File: src/rtl/i2c_slave_responder.sv
// I2C target-side bit engine: filtered SCL/SDA sampling, START/STOP detection,
// 7-bit address match with ACK, and MSB-first byte receive/transmit via a byte handshake.
module i2c_slave_responder #(
    parameter logic [6:0]  ADDR = 7'h3C,
    parameter int unsigned FILT = 4
) (
    input  logic       clk,
    input  logic       reset,
    input  logic       scl_in,
    input  logic       sda_in,
    output logic       sda_oe,
    output logic [7:0] rx_data,
    output logic       rx_valid,
    input  logic       rx_ready,
    input  logic [7:0] tx_data,
    output logic       tx_req,
    output logic       start_det,
    output logic       stop_det,
    output logic       busy
);
    typedef enum logic [2:0] {
        S_IDLE     = 3'd0,
        S_ADDR     = 3'd1,
        S_ADDR_ACK = 3'd2,
        S_RX       = 3'd3,
        S_RX_ACK   = 3'd4,
        S_TX       = 3'd5,
        S_TX_ACK   = 3'd6,
        S_TX_DONE  = 3'd7
    } state_t;

    localparam logic [3:0] FILT_LAST = 4'(FILT - 1);

    logic [1:0] scl_sync_q, sda_sync_q;
    logic [3:0] scl_cnt_q, scl_cnt_d, sda_cnt_q, sda_cnt_d;
    logic       scl_f_q, scl_f_d, sda_f_q, sda_f_d;
    logic       scl_prev_q, sda_prev_q;
    logic       scl_rise_s, scl_fall_s, start_s, stop_s;

    state_t     state_q;
    logic [2:0] bit_cnt_q;
    logic [6:0] shift_q;
    logic [6:0] tx_shift_q;
    logic       rw_q, ack_q, phase_q;
    logic       sda_oe_q, rx_valid_q, tx_req_q, start_det_q, stop_det_q, busy_q;
    logic [7:0] rx_data_q;

    // The filtered level follows the synchronized one only after FILT consecutive differing cycles.
    function automatic logic [4:0] filt_next(input logic raw, input logic filt, input logic [3:0] cnt);
        logic [4:0] r;
        r = {filt, 4'd0};
        if (raw != filt) begin
            if (cnt == FILT_LAST) begin
                r = {raw, 4'd0};
            end else begin
                r = {filt, cnt + 4'd1};
            end
        end else begin
            r = {filt, 4'd0};
        end
        return r;
    endfunction

    // Next-state of both glitch filters.
    always_comb begin
        {scl_f_d, scl_cnt_d} = filt_next(scl_sync_q[1], scl_f_q, scl_cnt_q);
        {sda_f_d, sda_cnt_d} = filt_next(sda_sync_q[1], sda_f_q, sda_cnt_q);
    end

    // Synchronizers, filters and previous-level registers for edge detection.
    always_ff @(posedge clk or posedge reset) begin
        if (reset) begin
            scl_sync_q <= 2'b11;
            sda_sync_q <= 2'b11;
            scl_cnt_q  <= 4'd0;
            sda_cnt_q  <= 4'd0;
            scl_f_q    <= 1'b1;
            sda_f_q    <= 1'b1;
            scl_prev_q <= 1'b1;
            sda_prev_q <= 1'b1;
        end else begin
            scl_sync_q <= {scl_sync_q[0], scl_in};
            sda_sync_q <= {sda_sync_q[0], sda_in};
            scl_cnt_q  <= scl_cnt_d;
            sda_cnt_q  <= sda_cnt_d;
            scl_f_q    <= scl_f_d;
            sda_f_q    <= sda_f_d;
            scl_prev_q <= scl_f_q;
            sda_prev_q <= sda_f_q;
        end
    end

    assign scl_rise_s = scl_f_q & ~scl_prev_q;
    assign scl_fall_s = ~scl_f_q & scl_prev_q;
    assign start_s    = scl_f_q & sda_prev_q & ~sda_f_q;
    assign stop_s     = scl_f_q & ~sda_prev_q & sda_f_q;

    // Protocol FSM; START/STOP take priority over any SCL edge seen in the same cycle.
    always_ff @(posedge clk or posedge reset) begin
        if (reset) begin
            state_q     <= S_IDLE;
            bit_cnt_q   <= 3'd0;
            shift_q     <= 7'd0;
            tx_shift_q  <= 7'd0;
            rw_q        <= 1'b0;
            ack_q       <= 1'b0;
            phase_q     <= 1'b0;
            sda_oe_q    <= 1'b0;
            rx_data_q   <= 8'h00;
            rx_valid_q  <= 1'b0;
            tx_req_q    <= 1'b0;
            start_det_q <= 1'b0;
            stop_det_q  <= 1'b0;
            busy_q      <= 1'b0;
        end else begin
            rx_valid_q  <= 1'b0;
            tx_req_q    <= 1'b0;
            start_det_q <= 1'b0;
            stop_det_q  <= 1'b0;
            if (start_s) begin
                start_det_q <= 1'b1;
                bit_cnt_q   <= 3'd0;
                phase_q     <= 1'b0;
                sda_oe_q    <= 1'b0;
                busy_q      <= 1'b0;
                state_q     <= S_ADDR;
            end else if (stop_s) begin
                stop_det_q <= 1'b1;
                phase_q    <= 1'b0;
                sda_oe_q   <= 1'b0;
                busy_q     <= 1'b0;
                state_q    <= S_IDLE;
            end else begin
                case (state_q)
                    S_IDLE: sda_oe_q <= 1'b0;
                    S_ADDR: if (scl_rise_s) begin
                        shift_q   <= {shift_q[5:0], sda_f_q};
                        bit_cnt_q <= bit_cnt_q + 3'd1;
                        if (bit_cnt_q == 3'd7) begin
                            if (shift_q == ADDR) begin
                                rw_q    <= sda_f_q;
                                phase_q <= 1'b0;
                                state_q <= S_ADDR_ACK;
                            end else begin
                                state_q <= S_IDLE;
                            end
                        end
                    end
                    S_ADDR_ACK: if (scl_fall_s) begin
                        if (!phase_q) begin
                            sda_oe_q <= 1'b1;
                            busy_q   <= 1'b1;
                            phase_q  <= 1'b1;
                        end else if (rw_q) begin
                            phase_q    <= 1'b0;
                            tx_shift_q <= tx_data[6:0];
                            tx_req_q   <= 1'b1;
                            sda_oe_q   <= ~tx_data[7];
                            bit_cnt_q  <= 3'd0;
                            state_q    <= S_TX;
                        end else begin
                            phase_q  <= 1'b0;
                            sda_oe_q <= 1'b0;
                            state_q  <= S_RX;
                        end
                    end
                    S_RX: if (scl_rise_s) begin
                        shift_q   <= {shift_q[5:0], sda_f_q};
                        bit_cnt_q <= bit_cnt_q + 3'd1;
                        if (bit_cnt_q == 3'd7) begin
                            rx_data_q  <= {shift_q, sda_f_q};
                            rx_valid_q <= 1'b1;
                            ack_q      <= rx_ready;
                            phase_q    <= 1'b0;
                            state_q    <= S_RX_ACK;
                        end
                    end
                    S_RX_ACK: if (scl_fall_s) begin
                        if (!phase_q) begin
                            sda_oe_q <= ack_q;
                            phase_q  <= 1'b1;
                        end else begin
                            sda_oe_q <= 1'b0;
                            phase_q  <= 1'b0;
                            state_q  <= S_RX;
                        end
                    end
                    S_TX: if (scl_fall_s) begin
                        bit_cnt_q <= bit_cnt_q + 3'd1;
                        if (bit_cnt_q == 3'd7) begin
                            sda_oe_q <= 1'b0;
                            phase_q  <= 1'b0;
                            state_q  <= S_TX_ACK;
                        end else begin
                            sda_oe_q   <= ~tx_shift_q[6];
                            tx_shift_q <= {tx_shift_q[5:0], 1'b0};
                        end
                    end
                    S_TX_ACK: if (scl_rise_s) begin
                        if (sda_f_q) begin
                            state_q <= S_TX_DONE;
                        end else begin
                            phase_q <= 1'b1;
                        end
                    end else if (scl_fall_s && phase_q) begin
                        phase_q    <= 1'b0;
                        tx_shift_q <= tx_data[6:0];
                        tx_req_q   <= 1'b1;
                        sda_oe_q   <= ~tx_data[7];
                        bit_cnt_q  <= 3'd0;
                        state_q    <= S_TX;
                    end
                    S_TX_DONE: sda_oe_q <= 1'b0;
                    default: begin
                        sda_oe_q <= 1'b0;
                        state_q  <= S_IDLE;
                    end
                endcase
            end
        end
    end

    assign sda_oe    = sda_oe_q;
    assign rx_data   = rx_data_q;
    assign rx_valid  = rx_valid_q;
    assign tx_req    = tx_req_q;
    assign start_det = start_det_q;
    assign stop_det  = stop_det_q;
    assign busy      = busy_q;
endmodule

File: config.mk
export PLATFORM = sky130hd
export DESIGN_NAME = i2c_slave_responder
export DESIGN_NICKNAME = d
export VERILOG_FILES = /design/src/rtl/i2c_slave_responder.sv
export SDC_FILE = /design/constraint.sdc
export NUM_CORES = 1
export LEC_CHECK = 0
export BUFFER_PORTS_ARGS = -buffer_cell sky130_fd_sc_hd__buf_2
export CAP_MARGIN = 15
export CORE_MARGIN = 2
export CORE_UTILIZATION = 61
export CTS_CLUSTER_SIZE = 14
export DETAILED_ROUTE_END_ITERATION = 7
export GPL_ROUTABILITY_DRIVEN = 0
export GPL_TIMING_DRIVEN = 0
export PLACE_DENSITY = 0.82
export SYNTH_ARGS = -nofsm -noshare
export SYNTH_HDL_FRONTEND = slang
export SYNTH_SLANG_ARGS = --single-unit
File: constraint.sdc
create_clock -name clk -period 3.97 [get_ports clk]
set_input_delay 0.397 -clock clk [delete_from_list [all_inputs] [get_ports clk]]
set_output_delay 0.397 -clock clk [all_outputs]
set_load 0.02 [all_outputs]
## Yosys cells after proc, flatten, opt, wreduce, memory -nomap -nowiden

Cells that the tools add are included.

- Equal/unequal tests: 46
- Reduce and logical (&&, ||, !) cells: 23
- Bitwise gates (word level): 14
- Muxes and demuxes: 87
- $add $sub $neg: 3
- Div/mod/pow operators: 0
- Shifts and indexed selects: 0
- Order comparisons: 0
- $mul: 0

Operators with widths:

| kind | count |
|---|---|
| $mux 3 | 25 |
| $ne 4x4->1 const B | 13 |
| $mux 7 | 7 |
| $mux 1 | 44 |
| $ne 3x3->1 const B | 7 |
| $pmux 7 s3 | 1 |
| $pmux 3 s6 | 1 |
| $reduce_and 9->1 | 2 |
| $mux 4 | 4 |
| $ne 2x2->1 const B | 8 |
| $eq 3x3->1 const B | 5 |
| $ne 5x5->1 const B | 3 |
| $reduce_bool 7->1 | 2 |
| $reduce_and 13->1 | 1 |
| $pmux 3 s4 | 1 |
| $reduce_and 6->1 | 2 |
| $pmux 1 s5 | 2 |
| $reduce_and 10->1 | 1 |
| $reduce_bool 3->1 | 3 |
| $add 4x1->4 const B | 2 |
| $eq 4x2->1 const B | 2 |
| $not 1->1 | 8 |
| $reduce_bool 8->1 | 1 |
| $eq 7x6->1 const B | 1 |
| other kinds (17) | 27 |

- Bits in latches: 0
- Memories kept: 0
- Input bits: 13
- Bits in writable memories: 0
- Logic and storage cells: 195
- Output and inout port bits: 14
- Flip-flop bits (word level): 53
- Memory bits (read-only): 0

## Depth between registers and ports, before layout

Gate-level depths: netlist of run 1.

- Depth after elaboration: 8
- Gate-level depth with buffers: 8
- Mapped depth without buffers: 7

## Least setup slack after synthesis of run 1

OpenSTA, ideal clock, no wires.

- Path kind: reg-to-reg
- Start point: register sda_prev_q
- End point: register phase_q
- Period minus slack after synthesis: 1.889 ns
- Required time: 3.883 ns
- Setup time: 0.087 ns
- Data arrival time: 1.802 ns
- Stages on the path, launching flop included: 8
- Buffers on the path: 2
- Path slack: 2.081 ns
- Cell sequence: dfstp_2 > buf_6 > xor2_1 > and2_1 > buf_6 > or3_1 > or4_1 > o211ai_1

- Word-level cells in the longest chain between the ends: 5
- Elaborated cells between the ends (all ways): 17
- Those cells by class: eq/ne (8); mux (2); bitwise (5); reduce/logical (2)

RTL lines:

| item | RTL line | RTL |
|---|---|---|
| start, declared | 37 | `logic scl_prev_q, sda_prev_q;` |
| start signal, assigned | 89 | `sda_prev_q <= sda_f_q;` |
| $not 1->1 | 96 | `assign stop_s = scl_f_q & ~sda_prev_q & sda_f_q;` |
| $and 1x1->1 (2 in series) | 96 |  |
| $ne 5x5->1 (no line), or another cell as far along | - |  |
| $reduce_and 9->1 (no line) or $mux 1 (tied branches) | - |  |
| end signal, assigned | 107 | `phase_q <= 1'b0;` |
| end signal, assigned | 123 | `phase_q <= 1'b0;` |
| end signal, assigned | 129 | `phase_q <= 1'b0;` |
| end, declared | 44 | `logic rw_q, ack_q, phase_q;` |

Parallel ways exist; a longest one is shown, timed or not.
A chain may end at the register's enable or synchronous reset.

## Final worst setup path of run 1

- Start point: register scl_f_q
- End point: register state_q[1]

- Word-level cells in the longest chain between the ends: 5
- Elaborated cells between the ends (all ways): 26
- Those cells by class: eq/ne (12); mux (4); bitwise (7); reduce/logical (3)

RTL lines:

| item | RTL line | RTL |
|---|---|---|
| start, declared | 36 | `logic scl_f_q, scl_f_d, sda_f_q, sda_f_d;` |
| start signal, assigned | 86 | `scl_f_q <= scl_f_d;` |
| $and 1x1->1 or $not 1->1 (tied branches) | 93, 94 |  |
| $mux 3 or $and 1x1->1 (tied branches) | 199, 94 |  |
| $pmux 3 s6 or $logic_and 1x1->1 (tied branches) | 134, 205 |  |
| $mux 3 or $ne 5x5->1 (tied branches) | - |  |
| $mux 3 or $reduce_and 13->1 (tied branches) | - |  |
| end signal, assigned | 126 | `state_q <= S_ADDR;` |
| end signal, assigned | 132 | `state_q <= S_IDLE;` |
| end signal, assigned | 201 | `state_q <= S_TX_DONE;` |
| end, declared | 40 | `state_t state_q;` |

Parallel ways exist; a longest one is shown, timed or not.

==> results of run 1 <==
==> power by group through the flow <==
stage                     logic, mW  clock network (mW)  registers, mW
final                         0.574               0.310          0.727
after global routing          0.645               0.335          0.741
after CTS                     0.571               0.318          0.728
after detailed placement      0.567                   0          0.737
after global placement        0.556                   0          0.733
after floorplan               0.441                   0          0.729
==> flip-flops by register name, indices dropped and copies added (netlist names), 2 cells and up <==
| name | count |
|---|---|
| scl_sync_q | 2 |
| bit_cnt_q | 3 |
| rx_data | 8 |
| state_q | 3 |
| tx_shift_q | 7 |
| sda_cnt_q | 4 |
| sda_sync_q | 2 |
| shift_q | 7 |
| scl_cnt_q | 4 |
==> critical path, delay by kind of cell, from the launching register on <==
kind,cells,cell delay (ps)
buf+inv,1,370
flops,1,610
simple gates,3,440
compound gates,2,620
==> Yosys cell counts (3+ instances only) <==
cell type,n
dfrtp_1,45
mux2_2,20
nor2_1,19
a21oi_1,13
buf_2,10
nand2_1,10
o21ai_0,10
inv_1,9
dfstp_2,8
nor2b_1,7
mux2i_1,6
nand2b_1,5
buf_6,4
ha_1,4
nand3_1,4
nand3b_1,4
nor3_1,4
nor3b_1,4
clkbuf_1,3
nand4_1,3
nor4b_1,3
o211ai_1,3
or3_1,3
xnor2_1,3
xor2_1,3
==> per-stage QoR <==
stage | hold WS, ps | cells
floorplan | 345.2 | 241
finish | 101.6 | 326
detailed placement | 347.0 | 318
global placement | 345.6 | 317
CTS | 112.1 | 326
global route | 147.4 | 326
==> metal layers <==
layer / GRT usage / routed length (um) / share of wire
met5: 0 / 0 / 0
met4: 0.07265 / 96 / 0.019
met2: 0.3536 / 2335 / 0.47
met1: 0.3076 / 2304 / 0.46
met3: 0.04797 / 263 / 0.053
==> worst max path at each step <==
stage,end,slack (ps),depth (start not counted)
after floorplan,phase_q,2080,7
after global placement,state_q[2],1720,2
after detailed placement,state_q[1],1890,6
after CTS,state_q[1],1850,6
after global routing,state_q[1],1640,6
final,state_q[1],1780,6
==> cells by family (layout without fill, tap and decap cells) <==
| group | Yosys count | in the layout |
|---|---|---|
| simple gates | 82 | 82 |
| compound gates | 44 | 44 |
| buf+inv | 26 | 61 |
| mux | 26 | 26 |
| flops | 53 | 53 |
| xor+xnor | 6 | 6 |
| fa+ha+maj | 4 | 4 |
==> cell type report <==
type / instances / area, um2
Sequential cell: 53 / 1336
Multi-Input combinational cell: 162 / 1154
Fill cell: 311 / 1150
Timing Repair Buffer: 27 / 150.1
Buffer: 17 / 106.4
Clock buffer: 7 / 86.33
Tap cell: 50 / 62.56
Inverter: 9 / 33.78
Clock inverter: 1 / 7.507
==> results.sh, run 1 <==
export IMPL_worstReg2RegEnd="state_q[1]"
export IMPL_mostFrequentLayoutCells="45 x dfrtp_1, 36 x buf_2, 20 x mux2_2"
export IMPL_grt_max_degree=32
export IMPL_synth_top_family_by_area="simple AND/OR/NAND/NOR gates"
export IMPL_synth_nets=258
export IMPL_cts_tree="yes"
export IMPL_clk_pin_slew_ps=90
export IMPL_post_cts_resized=0
export IMPL_cts_sinks=53
export IMPL_diodes=0
export IMPL_comb_power_share=0.356
export IMPL_synthAdderAreaFrac=0.01903
export IMPL_drtPass1Iterations=4
export IMPL_post_route_drc_count=0
export IMPL_ys_flop_type="dfrtp_1"
export IMPL_synth_edff_count=0
export IMPL_max_vdd_ir_drop_mv=0.3176
export IMPL_slowest_stage="dfstp_2"
export IMPL_hold_viol=0
export IMPL_io_buffers=26
export IMPL_worstSetupEndpointType="flop"
export IMPL_initial_core_util=0.6436
export IMPL_viasPerCell=5.933
export IMPL_core_area_um2=4086
export IMPL_required_ps=4130
export IMPL_io_pins=27
export IMPL_utilization=0.7186
export IMPL_clkPwrFrac=0.192
export IMPL_grt_ovfl_total=0
export IMPL_nets=292
export IMPL_post_cts_setup_buffers=0
export IMPL_insertion_delay_ps=310
export IMPL_num_rows=23
export IMPL_min_period_over_period=0.5518
export IMPL_leakage_nw=1.314
export IMPL_maxSlewViolCount=0
export IMPL_synth_compound_area_frac=0.1099
export IMPL_slew_headroom=0.5820
export IMPL_vias=1934
export IMPL_grt_pass1_wl_um=8700
export IMPL_antenna_found_initial=0
export IMPL_pre_cts_ws_ps=1888
export IMPL_h_tree_depth=2
export IMPL_synth_area_um2=2630
export IMPL_reg2reg_slack_ps=1780
export IMPL_drt_iter0_drc=155
export IMPL_p_switching_mw=0.5553
export IMPL_synthSimpleGateAreaFrac=0.1813
export IMPL_synth_cells=241
export IMPL_synth_seq_area_share=0.5081
export IMPL_wl_um=4999
export IMPL_synth_xor_area_frac=0.01998
export IMPL_powerDensity_nw_per_um2=548.9
export IMPL_dpl_cell_area_um2=2843
export IMPL_max_freq_mhz=456.5
export IMPL_path_class="flop to flop"
export IMPL_start_kind="flop"
export IMPL_fin_tns_setup_ps=0
export IMPL_routedWlPerCell_um=15.33
export IMPL_startpoint="scl_f_q"
export IMPL_yosys_register_bits=53
export IMPL_yosysWarnings=0
export IMPL_layout_drive_gt1_share=0.2935
export IMPL_grt_pass1_vias=1852
export IMPL_track_usage=0.2227
export IMPL_worst_slew_pin_slew_ps=623.5
export IMPL_p_int_mw=1.057
export IMPL_async_flop_share=1.000
export IMPL_worstPathArrival_ps=2350
export IMPL_switching_share=0.3445
export IMPL_synthMuxAreaShare=0.1085
export IMPL_slowest_delay_ps=610
export IMPL_dieHeight_um=69.66
export IMPL_synth_cell_types=49
export IMPL_status="completed"
export IMPL_crit_fanout=10
export IMPL_fin_skew_ps=15.01
export IMPL_ant_nets=0
export IMPL_cts_root_buf="clkbuf_8"
export IMPL_worst_slack_ps=1780
export IMPL_synth_avg_cell_area_um2=10.91
export IMPL_fin_area_um2=2937
export IMPL_finalSetupViolCount=0
export IMPL_path_cells="nand2b_1 -> clkbuf_1 -> o21ai_0 -> nand4_1 -> nor3_1 -> a2111oi_0"
export IMPL_drv_cap=0
export IMPL_syn_to_final_growth_pct=11.66
export IMPL_layout_commonest_cell="dfrtp_1"
export IMPL_hold_path_class="input port to async pin"
export IMPL_synth_area_leaders="dfrtp_1 43%, mux2_2 8.6%, dfstp_2 8.0%"
export IMPL_grt_setup_unrepaired="no"
export IMPL_hpwl_um=3494
export IMPL_cts_buffer_depth=2
export IMPL_rr_worst_depth=6
export IMPL_regToRegStartpoint="scl_f_q"
export IMPL_min_period_ps=2190
export IMPL_yosysTopAreaCellShare=0.4282
export IMPL_seqPwrFrac=0.451
export IMPL_synth_top_area_cell="dfrtp_1"
export IMPL_dieArea_um2=4853
export IMPL_totalPowerFinal_mw=1.612
export IMPL_cts_buffers=5
export IMPL_die_x_um=69.66
export IMPL_cts_hold_buf=0
No activity file was read; power rests on OpenSTA's default activity.
==> inputs of run 2 (changes only) <==
--- a/config.mk
+++ b/config.mk
@@ -8,12 +8,12 @@
 export BUFFER_PORTS_ARGS = -buffer_cell sky130_fd_sc_hd__buf_2
 export CAP_MARGIN = 15
 export CORE_MARGIN = 2
-export CORE_UTILIZATION = 61
+export CORE_UTILIZATION = 58
 export CTS_CLUSTER_SIZE = 14
 export DETAILED_ROUTE_END_ITERATION = 7
 export GPL_ROUTABILITY_DRIVEN = 0
 export GPL_TIMING_DRIVEN = 0
-export PLACE_DENSITY = 0.82
+export PLACE_DENSITY = 0.79
 export SYNTH_ARGS = -nofsm -noshare
 export SYNTH_HDL_FRONTEND = slang
 export SYNTH_SLANG_ARGS = --single-unit
==> constraint.sdc (replaced) <==
create_clock -name clk -period 2.1 [get_ports clk]
set_input_delay 0.21 -clock clk [delete_from_list [all_inputs] [get_ports clk]]
set_output_delay 0.21 -clock clk [all_outputs]
set_load 0.02 [all_outputs]
==> run 2 against run 1 <==
  * Worst hold slack better by 42 ps
  * Flip-flop and latch count stayed put
  * Core utilization is 1.5 points lower
  * Routed wire length is 4.7% higher
  * Via count stayed put
  * Clock power is 130% higher
  * Sequential share of layout area is 1.9 points lower
  * Global-route usage is 0.60 points lower
  * Die area is 4.9% higher
  * Clock skew is 12 ps lower
==> results.sh, run 2 (synthesis results as in run 1) <==
export IMPL_placed_cells=320
export IMPL_pre_cts_ws_ps=14.29
export IMPL_whs_ps=144.1
export IMPL_status="completed"
export IMPL_dpl_cell_area_um2=2845
export IMPL_fin_area_um2=3063
export IMPL_crit_buf_inv=0
export IMPL_cts_root_buf="clkbuf_8"
export IMPL_worst_slack_ps=11.21
export IMPL_core_area_um2=4354
export IMPL_routedWlPerCell_um=15.82
export IMPL_io_pins=27
export IMPL_hold_path_class="input port to flop"
export IMPL_slew_headroom=0.6747
export IMPL_min_period_over_period=0.9947
export IMPL_max_freq_mhz=478.7
export IMPL_utilization=0.7034
export IMPL_largest_reg_flops=8
export IMPL_die_x_um=71.34
export IMPL_dieHeight_um=71.34
export IMPL_track_usage=0.2167
export IMPL_vias=1934
export IMPL_fin_skew_ps=3.167
export IMPL_switching_share=0.3503
export IMPL_finalSetupViolCount=0
export IMPL_max_vdd_ir_drop_mv=0.6316
export IMPL_hold_viol=0
export IMPL_post_route_drc_count=0
export IMPL_viasPerCell=5.843
export IMPL_maxSlewViolCount=0
export IMPL_cts_sinks=53
export IMPL_drtPass1Iterations=4
export IMPL_clk_pin_slew_ps=100
export IMPL_hpwl_um=3682
export IMPL_start_kind="flop"
export IMPL_totalPowerFinal_mw=3.274
export IMPL_comb_power_share=0.364
export IMPL_slowest_stage="dfstp_2"
export IMPL_drv_cap=0
export IMPL_diodes=0
export IMPL_fin_tns_setup_ps=0
export IMPL_mostFrequentLayoutCells="45 x dfrtp_1, 35 x buf_2, 20 x mux2_2"
export IMPL_num_rows=24
export IMPL_worstSetupEndpointType="flop"
export IMPL_wl_um=5235
export IMPL_grt_pass1_wl_um=8728
export IMPL_seqPwrFrac=0.422
export IMPL_cts_tree="yes"
export IMPL_required_ps=2320
export IMPL_grt_setup_unrepaired="yes"
export IMPL_grt_pass1_vias=1844
export IMPL_min_period_ps=2089
export IMPL_io_buffers=26
export IMPL_slowest_delay_ps=620
export IMPL_grt_ovfl_total=0
export IMPL_powerDensity_nw_per_um2=1069
export IMPL_layout_commonest_cell="dfrtp_1"
export IMPL_antenna_found_initial=0
export IMPL_h_tree_depth=2
export IMPL_worst_slew_pin_slew_ps=487.3
export IMPL_p_switching_mw=1.147
export IMPL_nets=295
export IMPL_crit_fanout=7
export IMPL_syn_to_final_growth_pct=16.46
export IMPL_drt_iter0_drc=120
export IMPL_dieArea_um2=5089
export IMPL_layout_drive_gt1_share=0.3333
export IMPL_clkPwrFrac=0.214
export IMPL_ant_nets=0
export IMPL_path_class="flop to flop"
export IMPL_grt_max_degree=33
export IMPL_fin_cells=331
export IMPL_cts_buffers=5
export IMPL_cts_buffer_depth=2
export IMPL_p_int_mw=2.127
export IMPL_leakage_nw=1.354
export IMPL_initial_core_util=0.6040
export IMPL_path_cells="or3b_4 -> a31oi_4 -> nand2_2 -> or4_4 -> o211ai_1"
export IMPL_cpLargestDelayFamily="simple AND/OR/NAND/NOR gates"
export IMPL_insertion_delay_ps=300
export IMPL_worstPathArrival_ps=2310
run 2: path summary, 6_finish.rpt:
path / start / to / slack, ps / depth (start not counted)
setup / recovery: scl_f_q / phase_q / 10 / 5
hold reg to reg: scl_sync_q[0] / scl_sync_q[1] / 360 / 0
setup reg to reg: scl_f_q / phase_q / 10 / 5
min in group asynchronous: reset / tx_shift_q[1] / 470 / 3
hold / removal: rx_ready / ack_q / 140 / 2
max in group asynchronous: reset / sda_sync_q[0] / 1030 / 4
run 2: metal layers:
layer / share of wire / track usage
met1: 0.47 / 0.2982
met5: 0 / 0
met2: 0.48 / 0.3477
met3: 0.038 / 0.05063
met4: 0.011 / 0.06080
run 2: repair_timing:
item / CTS / global route
hold endpoints to repair: 19 / 0
hold buffers: 3 / 0
resized for setup: 1 / 13
pin swaps: 0 / 5
endpoints found under the setup margin: 1 / 25
buffers inserted: 0 / 2
run 2: power by group through the flow:
| stage | combinational [mW] | sequential [mW] | clock [mW] |
|---|---|---|---|
| floorplan | 0.833 | 1.38 | 0 |
| global placement | 1.05 | 1.39 | 0 |
| detailed placement | 1.09 | 1.39 | 0 |
| CTS | 1.10 | 1.38 | 0.713 |
| global route | 1.31 | 1.41 | 0.752 |
| finish | 1.19 | 1.38 | 0.700 |
run 2: final cells by class:
class / instances / area (um2)
Clock buffer: 5 / 68.82
Clock inverter: 3 / 46.29
Fill cell: 307 / 1291
Tap cell: 52 / 65.06
Sequential cell: 53 / 1336
Inverter: 9 / 33.78
Timing Repair Buffer: 32 / 195.2
Multi-Input combinational cell: 162 / 1216
Buffer: 15 / 101.3
==> inputs of run 3 (changes only) <==
--- a/config.mk
+++ b/config.mk
@@ -12,7 +12,7 @@
 export CTS_CLUSTER_SIZE = 14
 export DETAILED_ROUTE_END_ITERATION = 7
 export GPL_ROUTABILITY_DRIVEN = 0
-export GPL_TIMING_DRIVEN = 0
+export MAX_ROUTING_LAYER = met4
 export PLACE_DENSITY = 0.79
 export SYNTH_ARGS = -nofsm -noshare
 export SYNTH_HDL_FRONTEND = slang
==> run 3 against run 2 <==
  * Power shrank 4.1%
  * Global-route usage increased by 0.61 points
  * Routed wire length fell by 2.6%
  * Flip-flop and latch count did not move
  * Register-to-register slack better by 40 ps
  * Cell count rose by 0.60%
  * Worst hold slack got worse by 6.8 ps
  * First-iteration DRC count rose by 1.7%
  * Critical path type unchanged
  * Largest cell class unchanged
  * Highest routed layer unchanged
==> results.sh, run 3 (synthesis results as in run 1) <==
export IMPL_regToRegStartpoint="scl_f_q"
export IMPL_syn_to_final_growth_pct=14.75
export IMPL_grt_ovfl_total=0
export IMPL_nets=297
export IMPL_cts_buffer_depth=2
export IMPL_core_area_um2=4354
export IMPL_worstHoldStart="tx_data[0]"
export IMPL_required_ps=2320
export IMPL_max_freq_mhz=489.3
export IMPL_hold_viol=0
export IMPL_wl_um=5097
export IMPL_post_route_drc_count=0
export IMPL_status="completed"
export IMPL_insertion_delay_ps=310
export IMPL_drtPass1Iterations=5
export IMPL_reg2reg_slack_ps=60
export IMPL_vias=1968
export IMPL_path_class="flop to flop"
export IMPL_cts_tree="yes"
export IMPL_layout_commonest_cell="dfrtp_1"
export IMPL_grt_pass1_vias=1902
export IMPL_drt_iter0_drc=122
export IMPL_die_x_um=71.34
export IMPL_mostFrequentLayoutCells="45 x dfrtp_1, 26 x buf_2, 20 x mux2_2, 20 x buf_4, 19 x nor2_1"
export IMPL_track_usage=0.2228
export IMPL_start_kind="flop"
export IMPL_worstSetupEndpointType="flop"
export IMPL_cts_sinks=53
export IMPL_ant_nets=0
export IMPL_min_period_ps=2044
export IMPL_crit_fanout=8
export IMPL_max_vdd_ir_drop_mv=0.6574
export IMPL_worstPathArrival_ps=2260
export IMPL_fin_tns_setup_ps=0
export IMPL_dieArea_um2=5089
export IMPL_layout_drive_gt1_share=0.3203
export IMPL_worst_slew_pin_slew_ps=464.0
export IMPL_min_period_over_period=0.9733
export IMPL_grt_pass1_wl_um=8797
export IMPL_rr_worst_depth=5
export IMPL_fin_area_um2=3018
export IMPL_grt_setup_unrepaired="yes"
export IMPL_totalPowerFinal_mw=3.139
export IMPL_h_tree_depth=2
export IMPL_drv_cap=0
export IMPL_io_buffers=26
export IMPL_slew_headroom=0.6907
export IMPL_diodes=0
export IMPL_grt_max_degree=29
export IMPL_dieHeight_um=71.34
export IMPL_antenna_found_initial=0
export IMPL_fin_skew_ps=5.938
export IMPL_routedWlPerCell_um=15.31
export IMPL_hpwl_um=3521
export IMPL_num_rows=24
export IMPL_viasPerCell=5.910
export IMPL_finalSetupViolCount=0
export IMPL_worstHoldEndpoint="tx_shift_q[0]"
export IMPL_dpl_cell_area_um2=2846
export IMPL_worstReg2RegEnd="state_q[2]"
export IMPL_largest_reg_flops=8
export IMPL_cts_root_buf="clkbuf_8"
export IMPL_powerDensity_nw_per_um2=1040
export IMPL_cts_buffers=5
export IMPL_maxSlewViolCount=0
export IMPL_clk_pin_slew_ps=100
export IMPL_hold_path_depth=3
export IMPL_leakage_nw=1.344
export IMPL_hold_path_class="input port to flop"
export IMPL_io_pins=27
export IMPL_initial_core_util=0.6040
run 3: how the worst max path moves through the flow:
stage                 endpoint        from  cells after the start
detailed placement  state_q[1]     scl_f_q                      4
floorplan              phase_q  sda_prev_q                      7
CTS                 state_q[2]     scl_f_q                      5
global route        state_q[2]     scl_f_q                      5
global placement       phase_q     scl_f_q                      5
finish              state_q[2]     scl_f_q                      5
run 3: repair_timing:
action                     CTS  global route
hold endpoints to repair     6             0
resized for setup            1             5
setup endpoints to repair    2            13
hold buffers                 3             0
buffers inserted             0             3
pin swaps                    1             1
run 3: layout make-up:
| class | count | area [um2] |
|---|---|---|
| inverters | 9 | 33.78 |
| flip-flops and latches | 53 | 1336 |
| multi-input cells | 162 | 1177 |
| well taps | 52 | 65.06 |
| clock inverters | 3 | 26.28 |
| repair buffers | 49 | 310.3 |
| clock buffers | 5 | 68.82 |
| fillers | 309 | 1336 |
run 3: critical path, cell delays in order (launching register included):
cell and delay, ps:
dfstp_2 590, or3b_4 410, a31oi_4 180, nand4_1 240, or2_1 300, a221oi_2 230
run 3: report_power, final:
part / switching, mW / internal, mW / leakage (nW)
clock: 0.352 / 0.243 / 0.0487
combinational: 0.580 / 0.544 / 0.639
sequential: 0.185 / 1.23 / 0.656
total: 1.12 / 2.02 / 1.34
run 3: per-layer routing:
metal	vias to the layer above	share of wire	routed length, um	global-route usage
li1	941	-	-	-
met1	961	0.45	2281	0.3083
met2	58	0.49	2473	0.3344
met3	8	0.052	263	0.04219
met4	0	0.015	78	0.07338
met5	-	0	0	-
run 3: through the flow:
| stage | utilization | setup slack [ps] | hold WS [ps] | std cells |
|---|---|---|---|---|
| floorplan | - | 211.3 | 214.5 | 241 |
| global placement | 0.6537 | 104.0 | 88.17 | 319 |
| detailed placement | 0.6537 | 7.202 | 87.87 | 319 |
| CTS | 0.6828 | 3.612 | 127.0 | 330 |
| global route | 0.6931 | -42.51 | 143.3 | 333 |
| finish | 0.6931 | 56.11 | 137.3 | 333 |
